## config.mk

```make
export PLATFORM = sky130hd
export DESIGN_NAME = led_step_scheduler_flat
export DESIGN_NICKNAME = d
export VERILOG_FILES = /design/src/rtl/led_sched_pkg.sv /design/src/rtl/led_step_scheduler_if.sv /design/src/rtl/led_sched_period_reg.sv /design/src/rtl/led_step_scheduler.sv /design/src/flat_wrapper.sv
export SDC_FILE = /design/constraint.sdc
export NUM_CORES = 1
export LEC_CHECK = 0
export BUFFER_PORTS_ARGS = -buffer_cell sky130_fd_sc_hd__buf_4
export CAP_MARGIN = 5
export CORE_UTILIZATION = 50
export DETAILED_ROUTE_END_ITERATION = 7
export PLACE_DENSITY = 0.78
export SLEW_MARGIN = 5
export SYNTH_ARGS = -nofsm -noshare
export SYNTH_HDL_FRONTEND = slang
export SYNTH_SLANG_ARGS = --single-unit
export TNS_END_PERCENT = 30
```

## constraint.sdc

```tcl
create_clock -name clk -period 6.3 [get_ports clk]
set_input_delay 1.26 -clock clk [delete_from_list [all_inputs] [get_ports clk]]
set_output_delay 1.26 -clock clk [all_outputs]
set_load 0.05 [all_outputs]
```

## src/rtl/led_sched_pkg.sv

```systemverilog
// Shared types and default constants for the LED step scheduler.
// Optional single-step support is selected with LED_SCHED_SINGLE_STEP_EN.
package led_sched_pkg;

    // Encodings are visible on the mode output, so they are fixed.
    typedef enum logic [1:0] {
        S_IDLE  = 2'd0,
        S_RUN   = 2'd1,
        S_PAUSE = 2'd2
    } sched_state_e;

    localparam int unsigned LED_SCHED_CNT_W          = 32;
    localparam int unsigned LED_SCHED_DEFAULT_PERIOD = 5_000_000;
    localparam int unsigned LED_SCHED_MIN_PERIOD     = 1_000;
    localparam int unsigned LED_SCHED_MAX_PERIOD     = 50_000_000;

endpackage

```

## src/rtl/led_step_scheduler_if.sv

```systemverilog
// Key-logic <-> scheduler bundle: request pulses in, step pulse and status out.
// step_req exists only when LED_SCHED_SINGLE_STEP_EN is defined.
interface led_step_scheduler_if #(
    parameter int unsigned CNT_W = 32
) ();

    // Requests are single-cycle pulses sampled on clk. There is no ready:
    // every request is consumed on the edge that samples it; a request the
    // current mode has no use for is dropped. step_en is a one-cycle pulse
    // with no back-pressure from the sweep FSM.
    logic             run_req;
    logic             pause_req;
    logic             stop_req;
    logic             speed_up;
    logic             speed_down;
    logic             speed_rst;
`ifdef LED_SCHED_SINGLE_STEP_EN
    logic             step_req;
`endif
    logic             step_en;
    logic [CNT_W-1:0] period;
    logic [1:0]       mode;

    modport master (
        output run_req, pause_req, stop_req, speed_up, speed_down, speed_rst,
`ifdef LED_SCHED_SINGLE_STEP_EN
        output step_req,
`endif
        input  step_en, period, mode
    );

    modport slave (
        input  run_req, pause_req, stop_req, speed_up, speed_down, speed_rst,
`ifdef LED_SCHED_SINGLE_STEP_EN
        input  step_req,
`endif
        output step_en, period, mode
    );

endinterface

```

## src/rtl/led_sched_period_reg.sv

```systemverilog
// Step-period register: speed request priority plus halve/double with clamping.
module led_sched_period_reg
    import led_sched_pkg::*;
#(
    parameter int unsigned CNT_W          = LED_SCHED_CNT_W,
    parameter int unsigned DEFAULT_PERIOD = LED_SCHED_DEFAULT_PERIOD,
    parameter int unsigned MIN_PERIOD     = LED_SCHED_MIN_PERIOD,
    parameter int unsigned MAX_PERIOD     = LED_SCHED_MAX_PERIOD
) (
    input  logic             clk,
    input  logic             reset,
    input  logic             speed_up,
    input  logic             speed_down,
    input  logic             speed_rst,
    output logic [CNT_W-1:0] period
);

    localparam logic [CNT_W-1:0] DEF_W = CNT_W'(DEFAULT_PERIOD);
    localparam logic [CNT_W-1:0] MIN_W = CNT_W'(MIN_PERIOD);
    localparam logic [CNT_W:0]   MAX_W = (CNT_W+1)'(MAX_PERIOD);

    logic [CNT_W-1:0] halved;
    logic [CNT_W:0]   doubled;

    // The extra bit keeps a doubled period from wrapping before the clamp.
    assign halved  = period >> 1;
    assign doubled = {period, 1'b0};

    always_ff @(posedge clk or posedge reset) begin
        if (reset) begin
            period <= DEF_W;
        end else if (speed_rst) begin
            period <= DEF_W;
        end else if (speed_up && !speed_down) begin
            period <= (halved < MIN_W) ? MIN_W : halved;
        end else if (speed_down && !speed_up) begin
            period <= (doubled > MAX_W) ? MAX_W[CNT_W-1:0] : doubled[CNT_W-1:0];
        end
    end

endmodule

```

## src/rtl/led_step_scheduler.sv

```systemverilog
// Run/pause/stop scheduler producing a one-cycle step_en every `period` clocks.
// Define LED_SCHED_SINGLE_STEP_EN to allow single steps while paused.
module led_step_scheduler
    import led_sched_pkg::*;
#(
    parameter int unsigned CNT_W          = LED_SCHED_CNT_W,
    parameter int unsigned DEFAULT_PERIOD = LED_SCHED_DEFAULT_PERIOD,
    parameter int unsigned MIN_PERIOD     = LED_SCHED_MIN_PERIOD,
    parameter int unsigned MAX_PERIOD     = LED_SCHED_MAX_PERIOD
) (
    input  logic                 clk,
    input  logic                 reset,
    led_step_scheduler_if.slave  bus
);

    sched_state_e     state_q;
    logic [CNT_W-1:0] cnt_q;
    logic [CNT_W-1:0] period_q;
    logic             step_q;

    led_sched_period_reg #(
        .CNT_W          (CNT_W),
        .DEFAULT_PERIOD (DEFAULT_PERIOD),
        .MIN_PERIOD     (MIN_PERIOD),
        .MAX_PERIOD     (MAX_PERIOD)
    ) u_period (
        .clk        (clk),
        .reset      (reset),
        .speed_up   (bus.speed_up),
        .speed_down (bus.speed_down),
        .speed_rst  (bus.speed_rst),
        .period     (period_q)
    );

    // The counter only advances on edges where the FSM stays in RUN, so
    // the edge that pauses or resumes leaves the held count untouched.
    // The compare uses the registered period, so a same-cycle speed change
    // takes effect from the following edge.
    always_ff @(posedge clk or posedge reset) begin
        if (reset) begin
            state_q <= S_IDLE;
            cnt_q   <= '0;
            step_q  <= 1'b0;
        end else begin
            step_q <= 1'b0;
            case (state_q)
                S_IDLE: begin
                    cnt_q <= '0;
                    if (bus.run_req) state_q <= S_RUN;
                end
                S_RUN: begin
                    if (bus.stop_req) begin
                        state_q <= S_IDLE;
                        cnt_q   <= '0;
                    end else if (bus.pause_req) begin
                        state_q <= S_PAUSE;
                    end else if (cnt_q >= period_q - CNT_W'(1)) begin
                        cnt_q  <= '0;
                        step_q <= 1'b1;
                    end else begin
                        cnt_q <= cnt_q + CNT_W'(1);
                    end
                end
                S_PAUSE: begin
                    if (bus.stop_req) begin
                        state_q <= S_IDLE;
                        cnt_q   <= '0;
                    end else if (bus.run_req) begin
                        state_q <= S_RUN;
`ifdef LED_SCHED_SINGLE_STEP_EN
                    end else if (bus.step_req) begin
                        cnt_q  <= '0;
                        step_q <= 1'b1;
`endif
                    end
                end
                default: begin
                    state_q <= S_IDLE;
                    cnt_q   <= '0;
                end
            endcase
        end
    end

    assign bus.step_en = step_q;
    assign bus.period  = period_q;
    assign bus.mode    = state_q;

endmodule

```

## src/flat_wrapper.sv

```systemverilog
// flat-port wrapper written by rule: the top's interface ports become plain ports
module led_step_scheduler_flat import led_sched_pkg::*;
#(
    parameter int unsigned CNT_W          = LED_SCHED_CNT_W,
    parameter int unsigned DEFAULT_PERIOD = LED_SCHED_DEFAULT_PERIOD,
    parameter int unsigned MIN_PERIOD     = LED_SCHED_MIN_PERIOD,
    parameter int unsigned MAX_PERIOD     = LED_SCHED_MAX_PERIOD
)
  (clk, reset, bus_run_req, bus_pause_req, bus_stop_req, bus_speed_up, bus_speed_down, bus_speed_rst, bus_step_en, bus_period, bus_mode);
  led_step_scheduler_if #(.CNT_W(CNT_W)) bus_i ();
  input  logic clk;
  input  logic reset;
  input wire logic [$bits(bus_i.run_req)-1:0] bus_run_req;
  input wire logic [$bits(bus_i.pause_req)-1:0] bus_pause_req;
  input wire logic [$bits(bus_i.stop_req)-1:0] bus_stop_req;
  input wire logic [$bits(bus_i.speed_up)-1:0] bus_speed_up;
  input wire logic [$bits(bus_i.speed_down)-1:0] bus_speed_down;
  input wire logic [$bits(bus_i.speed_rst)-1:0] bus_speed_rst;
  output wire logic [$bits(bus_i.step_en)-1:0] bus_step_en;
  output wire logic [$bits(bus_i.period)-1:0] bus_period;
  output wire logic [$bits(bus_i.mode)-1:0] bus_mode;
  assign bus_i.run_req = bus_run_req;
  assign bus_i.pause_req = bus_pause_req;
  assign bus_i.stop_req = bus_stop_req;
  assign bus_i.speed_up = bus_speed_up;
  assign bus_i.speed_down = bus_speed_down;
  assign bus_i.speed_rst = bus_speed_rst;
  assign bus_step_en = bus_i.step_en;
  assign bus_period = bus_i.period;
  assign bus_mode = bus_i.mode;
  led_step_scheduler #(.CNT_W(CNT_W), .DEFAULT_PERIOD(DEFAULT_PERIOD), .MIN_PERIOD(MIN_PERIOD), .MAX_PERIOD(MAX_PERIOD)) u_core (.clk(clk), .reset(reset), .bus(bus_i));
endmodule
```

==> results of run 1 <==
## metal layers
metal / up-vias / routed length [um]
li1: 2132 / -
met1: 2199 / 5320
met2: 198 / 6180
met3: 26 / 799
met4: 0 / 209
met5: - / 0
## power breakdown
group	total (uW)	internal, uW	switching, uW
clock	318	152	166
sequential	509	457	51.9
combinational	279	95.9	183
total	1110	706	401
## worst max path at each step
stage | from | endpoint | slack (ns) | cells past startpoint
4_1_cts | u_core.u_period.period[0] | u_core.cnt_q[27] | 1.22 | 15
3_5_place_dp | u_core.u_period.period[0] | u_core.cnt_q[27] | 1.23 | 15
6_report | u_core.u_period.period[0] | u_core.cnt_q[27] | 1.19 | 15
5_1_grt | u_core.u_period.period[0] | u_core.cnt_q[15] | 0.66 | 15
3_3_place_gp | u_core.u_period.period[0] | u_core.cnt_q[27] | 1.47 | 15
2_1_floorplan | u_core.u_period.period[0] | u_core.cnt_q[20] | 1.62 | 16
## cell families after synthesis
group | count (synthesis) | synth area share, %
buf+inv | 46 | 3.99
simple gates | 227 | 25.2
fa+ha+maj | 34 | 8.70
flops | 67 | 34.5
mux | 4 | 0.819
compound gates | 139 | 19.9
xor+xnor | 38 | 6.81
## stage by stage
| step | std cells | setup WS [ns] | hold slack, ns |
|---|---|---|---|
| after floorplan | 555 | 1.62 | 0.498 |
| after global placement | 700 | 1.47 | 0.533 |
| after detailed placement | 700 | 1.23 | 0.541 |
| after CTS | 716 | 1.22 | 0.557 |
| after global routing | 717 | 0.665 | 0.592 |
| final | 717 | 1.19 | 0.548 |
## registers in the layout (all words and copies together), names as in the netlist
name / cells
u_core.cnt_q: 32
u_core.u_period.period: 32
u_core.bus.mode: 2
u_core.bus.step_en: 1
## worst max-delay path, cell delays in order, from the launching register on
cell and delay [ns]:
dfrtp_1 0.42, inv_1 0.12, ha_1 0.18, or3b_2 0.48, or3_1 0.40, nor2_1 0.26
nand3_1 0.22, nor3_1 0.28, xnor2_1 0.11, ha_1 0.30, nand4_1 0.15, or4_4 0.60
a2111oi_4 0.38, o31a_2 0.39, nor2_1 0.29, a221o_1 0.41
## area by class of cell
cell class / count / share of cell area [%]
multi-input combinational: 442 / 55.4
sequential: 67 / 31.0
timing repair buffer: 45 / 6.36
tap: 129 / 2.97
clock buffer: 13 / 2.74
inverter: 18 / 1.24
clock inverter: 3 / 0.276
## synthesized netlist by cell type (10+ instances only)
cell type,n,area share [%]
xnor2_1,27,4.8
nor3_1,24,2.5
and4_1,10,1.8
nor2_1,36,2.8
o21ai_0,31,3.2
clkbuf_1,22,1.7
dfrtp_1,59,30
inv_1,18,1.4
a21oi_1,24,2.5
nand2_1,60,4.6
nand4_1,16,2.0
a22o_1,11,2.0
xor2_1,11,2.0
a31oi_1,11,1.4
ha_1,34,8.7
a221o_1,10,2.0
nand3_1,15,1.5
==> results.md, run 1 <==
- The run finished with clean final reports.
- Summed over all layers, the global routing overflow is 0.
- The global-route wire length before repair is 21.1 mm.
- The H-tree depth is 3.
- The total standard cell area after synthesis is 4890 um^2.
- The library cells used most frequently in the layout, excluding fill and tap cells, are 60 x nand2_1, 59 x dfrtp_1, 44 x buf_4.
- The routed design has 12.5 mm of wire.
- The final route contains 4555 vias.
- From synthesis to final layout, the design area changed by 11.2%.
- The number of synthesized flops with an enable pin is 0.
- The register clock-pin slew on the reported worst setup and hold paths is 0.07 ns.
- The setup-violating endpoint count in the final report is 0.
- The repair_antennas step left the layout with diodes totalling 0.
- The cell area reported after detailed placement is 5260 um^2.
- The worst-case register-to-register setup slack is 1.19 ns.
- The kind of capture point of the worst setup path is a register.
- Global routing used 34.9% of the available met1 tracks.
- The quantity of gates resized following cts is 0.
- The TritonCTS clock tree is done.
- The congestion estimate from routability-driven global placement came to 0.937.
- The worst reg2reg path startpoint is u_core.u_period.period[0].
- During I/O placement, the number of pins put on the boundary was 43.
- In this run, post-CTS hold repair placed 0 buffers.
- In this run the horizontal extent of the chip is 101 um.
- For the worst-skew pair, the clock arrives at the later sink with an insertion delay of 0.34 ns.
- The number of clock buffers added by TritonCTS is 9.
- The final clock period utilization by the worst path is 81.1%.
- The normalized max-slew margin is 27.8%.
- The number of antenna violations at the first check in global routing is 0.
- In this run the power density over the cells is 204 nW/um^2.
- Of all flip-flops after synthesis, the portion carrying an async set or reset was 100%.
- During synthesis, Yosys emitted a total of 0 warnings.
- The source of the worst hold timing path is u_core.cnt_q[31].
- The class of the most critical hold timing path is reg2reg.
- After detailed routing, the average wire length per cell comes to 17.5 um.
- The utilization after layout is 58.0%.
- The post-synthesis register bit count is 67.
- The filler cells instantiated in the layout total 835.
- In this run the tool buffered the top-level ports with 42 buffer cells.
- The final critical delay including setup and external delays is 5.11 ns.
- For the final routed database, the setup TNS stands at 0 ns.
- Summing all non-filler instances in the final layout gives an area of 5430 um^2.
- The critical path arrival is 5.34 ns.
- The post-DP HPWL is 9.09 mm.
- For the worst flop-to-flop path, the logic depth is 15.
- The largest net degree at the start of global routing is 68.
- The proportion of synthesized chip area in sequential cells is 34.5%.
- Across the whole layout, storage elements account for 1690 um^2.
- The layer flagged by global routing as most heavily used is met2.
- The commonest register cell after synthesis is dfrtp_1.
- The clock passes through at most 2 buffers.
- From bottom edge to top edge, the die measures 101 um.
- The post-route total power is 1110 uW.
- The remaining routing DRC violations is 0.
- A synthesized cell averages 8.81 um^2.
- Summing all multi-input logic gate instances after layout gives 3010 um^2.
- The post-CTS setup-driven buffer insertion count is 0.
- The hold-critical path endpoint is u_core.cnt_q[31].
- The cell sitting at the root of the clock tree is a clkbuf_8.
- Setup repair after global routing left no endpoint under its margin.
- Along the worst path, the maximum fanout reaches 14.
- The reported max-cap violation count is 0.
- The worst hold path was traced through 2 stages.
- VDD sags by at most 115 uV.
- The leakage power summed over all cells is 0.00230 uW.
- The clock arrives with 0.00538 ns of skew.
- The number of nets produced by synthesis is 597.
- Counting distinct cell types in the post-synthesis netlist gives 64.
- The floorplan step defined a die boundary enclosing 10200 um^2.
- The endpoint of the lowest-slack register-to-register path is u_core.cnt_q[27].
- The peak clock frequency supported by timing is 196 MHz.
- The count of nets left with antenna violations once routing finished came out at 0.
- The row count is 35.
- The clock drives 67 sinks.
- The critical path is of the reg2reg type.
- The worst-margin pin slew is 1.08 ns.
- In the synthesized netlist, the number of instances is 555.
- The combined global-route utilization of all metal layers is 26.1%.
- The number of pins with negative max-slew slack in the final report came to 0.
- The first-pass iteration count of the detailed router is 5.
- Cells with a size suffix above 1 make up 14.3% of the layout.
- Global routing consumed, on the met3 layer, 3.95% of the routing resources.
- The initial utilization of the core area, before any placement, comes to 52.1%.
- The mean number of vias per cell is 6.35.
- After the first detailed-routing iteration, the DRC count stood at 340.
- The routing usage on met2 is 42.8%.
- The final-stage net count is 625.
- Leaving out fill and tap cells, the most frequent cell in the layout is nand2_1.
- STA puts the critical path data required time at 6.53 ns.
- The sort of element at the start of the critical path is a register.
- The region available for standard cell placement spans 9370 um^2.
- The count of endpoints failing hold in the final timing report is 0.
- The number of global-route vias before repair was 4398.
Power figures use the tool's default switching activity.
==> run 2, diff against run 1 <==
- clock period: 6.3 -> 4.9 ns (I/O delays scaled with it)
==> run 2 against run 1 <==
  * Clock skew up 0.0080 ns
  * Worst hold slack better by 0.0027 ns
  * Count of clock-buffer cells in the layout down 1
  * Sequential share of layout area down 0.70 points
  * Cell area up 2.3%
  * Worst setup slack worse by 0.92 ns
  * Die area unchanged
  * Register-to-register slack worse by 0.92 ns
  * Clock power up 51%
  * Sequential power up 28%
  * Critical path type unchanged
==> results.md, run 2 (synthesized netlist as in run 1, its figures left out) <==
- The total number of vias is 4657.
- The required time of the critical path is 5.14 ns.
- Cells with a size suffix above 1 make up 17.1% of the layout.
- The first global-routing pass estimated 21.3 mm of wire.
- The final-stage net count is 633.
- Dividing the detail-routed wire length by the instance count gives 18.1 um.
- Setup violations remaining at the end of the flow were counted as 0.
- Setup repair after global routing left no endpoint under its margin.
- The area of the core region is 9370 um^2.
- The share of total power consumed by net switching is 35.8%.
- The kind of capture point of the worst setup path is a register.
- The total area of sequential cells is 1690 um^2.
- The die area is 10200 um^2.
- The reported max-cap violation count is 0.
- The source of the worst hold timing path is u_core.cnt_q[31].
- The worst-path maximum fanout is 8.
- The clock arrives with 0.0134 ns of skew.
- The worst setup path is launched from a register.
- The number of pins with negative max-slew slack in the final report was 0.
- In this run the critical register-to-register path is captured at u_core.cnt_q[15].
- The post-route total power is 1500 uW.
- The combined area of the multi-input logic cells is 3050 um^2.
- The most common library cell in the layout ignoring fill and taps is nand2_1.
- The row count is 35.
- At the later pin of the worst-skew pair, clock insertion delay measures 0.36 ns.
- The share of power burned in combinational logic is 24.7%.
- Entering global routing, the biggest net connects 35 pins.
- For this run, design rule violations remaining after detail routing come to 0.
- The normalized max-slew margin is 25.2%.
- The depth of the worst register-to-register path is 16.
- The worst-margin pin slew is 1.12 ns.
- The clock group share of total power is 31.9%.
- After detailed routing, the number of vias per cell comes to 6.42.
- The tightest min-delay check is of the reg2reg type.
- The count of endpoints failing hold in the final timing report is 0.
- The count of buffers added on input and output ports is 42.
- In this run, the number of DRC markers left after iteration 0 of detailed routing was 370.
- In this run the critical register-to-register path is launched from u_core.u_period.period[0].
- Clock-pin slew was measured on the worst setup and hold paths at 0.08 ns.
- The final critical path takes up 94.4% of the cycle.
- Compared with the post-synthesis result, the final layout area differs by 13.7%.
- For the worst setup path, the data arrival time is 4.87 ns.
- The internal cell power is 965 uW.
- The total clock buffers created by CTS is 9.
- The relative contribution of sequential cells to total power is 43.4%.
- The filler cells instantiated in the layout total 816.
- VDD sags by at most 177 uV.
- The switching power of the nets is 539 uW.
- The floorplan step set the die width to 101 um.
- The combined global-route utilization of all metal layers is 26.8%.
- The die is 101 um tall.
- The final non-filler cell area is 5560 um^2.
- The placed instance count is 706.
- After detailed placement, the total cell area comes to 5300 um^2.
- The number of antenna violations at the first check in global routing came to 0.
- Summed over all cells, the static leakage comes to 0.00235 uW.
- The clock passes through at most 2 buffers.
- For hold timing, the worst endpoint is u_core.cnt_q[31].
- The congestion estimate from routability-driven global placement came to 0.921.
- The starting density of the core is 52.1%.
- At the placement stage, the worst setup path has a slack of 0.128 ns.
- The clock root buffer is clkbuf_8.
- The count of antenna-violating nets left after detailed routing is 0.
- The clock sink count is 67.
- The peak clock frequency supported by timing is 216 MHz.
- The number of global-route vias before repair is 4343.
- The least setup slack across all paths after layout is 0.274 ns.
- The total I/O pin count is 43.
- The sum of negative setup slack is 0 ns.
- The routed design has 13.2 mm of wire.
- The final critical delay including setup and external delays is 4.63 ns.
- The type of the worst setup path is reg2reg.
- The run finished with clean final reports.
- Once detailed placement completed, the half-perimeter wirelength came to 9.44 mm.
- Dividing total power by cell area gives a power density of 271 nW/um^2.
- TritonCTS built the clock tree.
- The worst register-to-register path has a setup slack of 0.27 ns.
- The leftover overflow at the end of global routing is 0.
- The number of standard cells in the layout, taps in and fillers out is 725.
- In the layout the commonest cells are 60 x nand2_1, 59 x dfrtp_1, 52 x buf_4.
- The H-tree depth is 3.
- The number of antenna diodes in the final layout is 0.
- The first detailed-routing pass took 7 iterations.
- The worst hold path passes through 2 cells.
-- run 2: metal layers --
layer | vias to the layer above | track usage (%) | wire, um
met4 | 0 | 12.0 | 281
met3 | 33 | 2.98 | 785
met1 | 2273 | 35.1 | 5650
li1 | 2145 | - | -
met5 | - | 0 | 0
met2 | 206 | 44.9 | 6440
-- run 2: power groups by stage --
stage	logic, uW	registers, uW	clock network [uW]
finish	371	653	480
global route	400	659	502
CTS	365	650	481
detailed placement	362	661	0
global placement	352	659	0
floorplan	199	721	0
-- run 2: worst max-delay path, cell delays in order, from the launching register on --
cell and delay (ns):
dfrtp_1 0.42, inv_1 0.12, ha_1 0.18, or3b_2 0.48, or3_4 0.38, nor2_2 0.14, nand3_2 0.18, nor3_2 0.25
xnor2_1 0.10, ha_1 0.31, nand4_1 0.15, or4_4 0.60, a2111oi_4 0.37, o31a_2 0.28, buf_4 0.18, nor4_1 0.06
a311o_1 0.33
-- run 2: repair_timing --
item                       4_1_cts  5_1_grt
setup endpoints to repair        0       30
hold buffers                     0        0
resized for setup                0        9
setup buffers                    0        2
-- run 2: final cells by class --
cell class              count  area share [%]
clock buffers              12            2.61
repair buffers             53            7.22
flip-flops and latches     67            30.3
well taps                 129            2.90
clock inverters             4           0.900
multi-input cells         442            54.8
inverters                  18            1.22
-- run 2: through the flow --
step,util (%),hold slack (ns)
finish,59.3,0.550
global route,59.3,0.582
CTS,58.6,0.550
detailed placement,56.6,0.540
global placement,56.6,0.531
floorplan,-,0.498
-- run 2: worst max path at each step --
stage / start / endpoint / cells past startpoint / slack [ns]
final: u_core.u_period.period[0] / u_core.cnt_q[15] / 16 / 0.27
after global routing: u_core.u_period.period[0] / u_core.cnt_q[15] / 16 / 0.009
after CTS: u_core.u_period.period[0] / u_core.cnt_q[12] / 15 / 0.12
after detailed placement: u_core.u_period.period[0] / u_core.cnt_q[27] / 15 / 0.13
after global placement: u_core.u_period.period[0] / u_core.cnt_q[27] / 15 / 0.28
after floorplan: u_core.u_period.period[0] / u_core.cnt_q[20] / 16 / 0.22
==> run 3, diff against run 2 <==
- RECOVER_POWER: not set -> 50
- REMOVE_ABC_BUFFERS: not set -> 1
==> run 3 against run 2 <==
  * The run now ends with max-capacitance violations, max-slew violations left
  * Critical path depth unchanged
  * Cell area shrank 1.4%
  * First-iteration DRC count fell by 39%
  * Total power shrank 3.6%
  * Worst setup slack worse by 0.066 ns
  * Global-route usage shrank 0.99 points
  * Critical endpoint unchanged
  * Largest cell class unchanged
  * Largest power group unchanged
==> results.md, run 3 (synthesized netlist as in run 1, its figures left out) <==
- The remaining routing DRC violations is 0.
- The number of pins with negative max-slew slack in the final report is 38.
- For this design the top-level I/O count stands at 43.
- The count of endpoints failing hold in the final timing report was 0.
- The critical path contains buffers and inverters numbering 2 combined.
- The setup-violating endpoint count in the final report is 0.
- The row count is 35.
- Before antenna repair, the detailed router went through 4 iterations.
- The type of the worst setup path is reg2reg.
- The number of antenna violations at the first check in global routing came to 0.
- Leaving out fill and tap cells, the most frequent cell in the layout is nand2_1.
- The first global-routing pass estimated 20.9 mm of wire.
- The repair_antennas step left the layout with diodes totalling 0.
- The number of global-route vias before repair is 4387.
- Clock skew on the completed layout was measured at 0.0113 ns.
- The final RePlAce weighted congestion is 0.906.
- Headroom to the max-slew limit came out at -30.2%.
- The starting density of the core is 52.1%.
- The worst setup path is launched from a register.
- The family with the most delay on the worst path is simple AND/OR/NAND/NOR gates.
- Cells fill 58.5% of the core in the end.
- For this design the ratio of total power to cell area is 264 nW/um^2.
- IR analysis of the VDD net gives a maximum drop of 220 uV.
- In this run switching power makes up 35.5% of total power.
- The total overflow left after global routing is 0.
- Along the worst hold path, the cell count comes to 2.
- The largest net degree at the start of global routing is 38.
- The horizontal die dimension is 101 um.
- The buffer levels on the longest clock path is 2.
- The worst-path maximum fanout is 8.
- The run finished, with violations left.
- After detailed routing, the average wire length per cell comes to 16.8 um.
- The die area is 10200 um^2.
- The peak clock frequency supported by timing is 213 MHz.
- The cell depth of the worst setup path is 16.
- Traced cell by cell, the critical path runs through inv_1, ha_1, or3b_2, or3_1, nor2_2, nand3_2, nor3_1, xnor2_1, ha_1, nand4_1, or4_4, a2111oi_4, o31a_2, buf_4, nor4_1, a311o_1.
- The final critical delay including setup and external delays is 4.69 ns.
- Summed over all nets, the switching power comes to 515 uW.
- The detail route stage leaves a number of antenna-violating nets equal to 0.
- Measured along the y axis, the die boundary spans 101 um.
- In this design, the critical path's most frequently occurring cell is ha_1.
- The clock reaches the later pin of the worst-skew pair after 0.35 ns.
- In this run the clock root is driven by a clkbuf_8.
- The clock group share of total power is 30.3%.
- The class of the most critical hold timing path is reg2reg.
- The wire-length estimate of the detail-placed layout is 9.10 mm.
- The first-iteration detailed-routing DRC count is 225.
- The final reports fail on max-capacitance violations, max-slew violations.
- The leakage power summed over all cells is 0.00230 uW.
- Max-cap violations in this run came to 1.
- The delay of the slowest cell on the worst path is 0.59 ns.
- The total number of vias is 4465.
- The routed design has 12.2 mm of wire.
- The mean number of vias per cell is 6.15.
- For the worst setup path, the data arrival time is 4.92 ns.
- The layout-stage area growth over the synthesis result is 12.2%.
- The share of power burned in combinational logic is 24.7%.
- The H-tree depth is 3.
- The final clock period utilization by the worst path is 95.8%.
- Hold timing on the final database bottoms out at a slack of 0.553 ns.
- The share of total power dissipated in sequential elements is 45.0%.
- The sum of negative setup slack is 0 ns.
- The total clock buffers created by CTS is 9.
- Hold repair after CTS inserted 0 buffers.
- Clock-pin slew was measured on the worst setup and hold paths at 0.07 ns.
- The number of standard cells in the layout, taps in and fillers out is 726.
- STA classifies the critical path endpoint as a register.
- The worst-margin pin slew is 1.95 ns.
- The internal cell power is 936 uW.
- The area of the core region is 9370 um^2.
- The total of buffers placed on input and output ports is 42.
- The cell with the largest stage delay on the worst path is or4_4.
- The depth of the worst register-to-register path is 16.
- For the worst setup path, the data required time is 5.13 ns.
- The TritonCTS clock tree is done.
- The fraction of layout instances using a drive strength above 1 is 13.9%.
- The final-stage net count is 634.
- The top cell types in the final layout, fill and taps aside, are 60 x nand2_1, 59 x dfrtp_1, 38 x buf_4.
- The tree built by TritonCTS fans out to 67 sinks.
- The placed instance count is 709.
- Global routing used 25.9% of the available tracks across all layers.
[run 3: cell count changes in the layout (fill, tap and decap cells not counted), sizes merged]
cell      delta
buf         -15
clkbuf      +18
clkinv       +1
clkinvlp     -2
bufinv       -1
[run 3: worst paths after layout]
| kind | slack [ns] | start | end |
|---|---|---|---|
| setup / recovery | 0.21 | u_core.u_period.period[0] | u_core.cnt_q[15] |
| hold / removal | 0.55 | u_core.u_period.period[9] | u_core.u_period.period[9] |
| setup reg to reg | 0.21 | u_core.u_period.period[0] | u_core.cnt_q[15] |
| max in group asynchronous | 1.57 | reset | u_core.u_period.period[12] |
| min in group asynchronous | 0.93 | reset | u_core.cnt_q[23] |
| hold reg to reg | 0.55 | u_core.u_period.period[9] | u_core.u_period.period[9] |
[run 3: per-layer routing]
layer	track usage, %	vias to the layer above	part of all wire, %	routed length (um)
met5	0	-	0	0
met2	41.3	153	47	5680
met4	11.3	0	3.3	400
met3	4.58	34	4.8	589
li1	-	2147	-	-
met1	34.5	2131	45	5510
[run 3: power groups by stage]
stage	clock network [uW]	logic (uW)	registers (uW)
2_1_floorplan	0	163	740
3_3_place_gp	0	351	659
3_5_place_dp	0	361	660
4_1_cts	445	362	651
5_1_grt	464	391	659
6_report	440	358	652
[run 3: cell type report]
| class | instances | area (um^2) |
|---|---|---|
| clock buffers | 14 | 173 |
| clock inverters | 2 | 10.0 |
| fillers | 839 | 3890 |
| inverters | 18 | 67.6 |
| multi-input cells | 442 | 3040 |
| flip-flops and latches | 67 | 1690 |
| well taps | 129 | 161 |
| repair buffers | 54 | 349 |
[run 3: stage by stage]
step | setup slack, ns | total power [uW] | cell area (um^2)
floorplan | 0.165 | 904 | 4760
global placement | 0.246 | 1010 | 5320
detailed placement | 0.115 | 1020 | 5320
CTS | 0.109 | 1460 | 5510
global route | -0.0148 | 1510 | 5480
finish | 0.207 | 1450 | 5480
[run 3: worst register-to-register path: cells and delay by family, from the launching register on]
family	cells	cell delay (ns)
AO/OA/AOI/OAI	3	0.99
XOR/XNOR	1	0.10
adder cells (fa/ha/maj)	2	0.48
buffers and inverters	2	0.30
flip-flops	1	0.42
AND/OR/NAND/NOR	8	2.28
[run 3: what timing repair did]
action,CTS,global route
setup endpoints to repair,0,25
buffers inserted,0,1
resized for setup,0,5
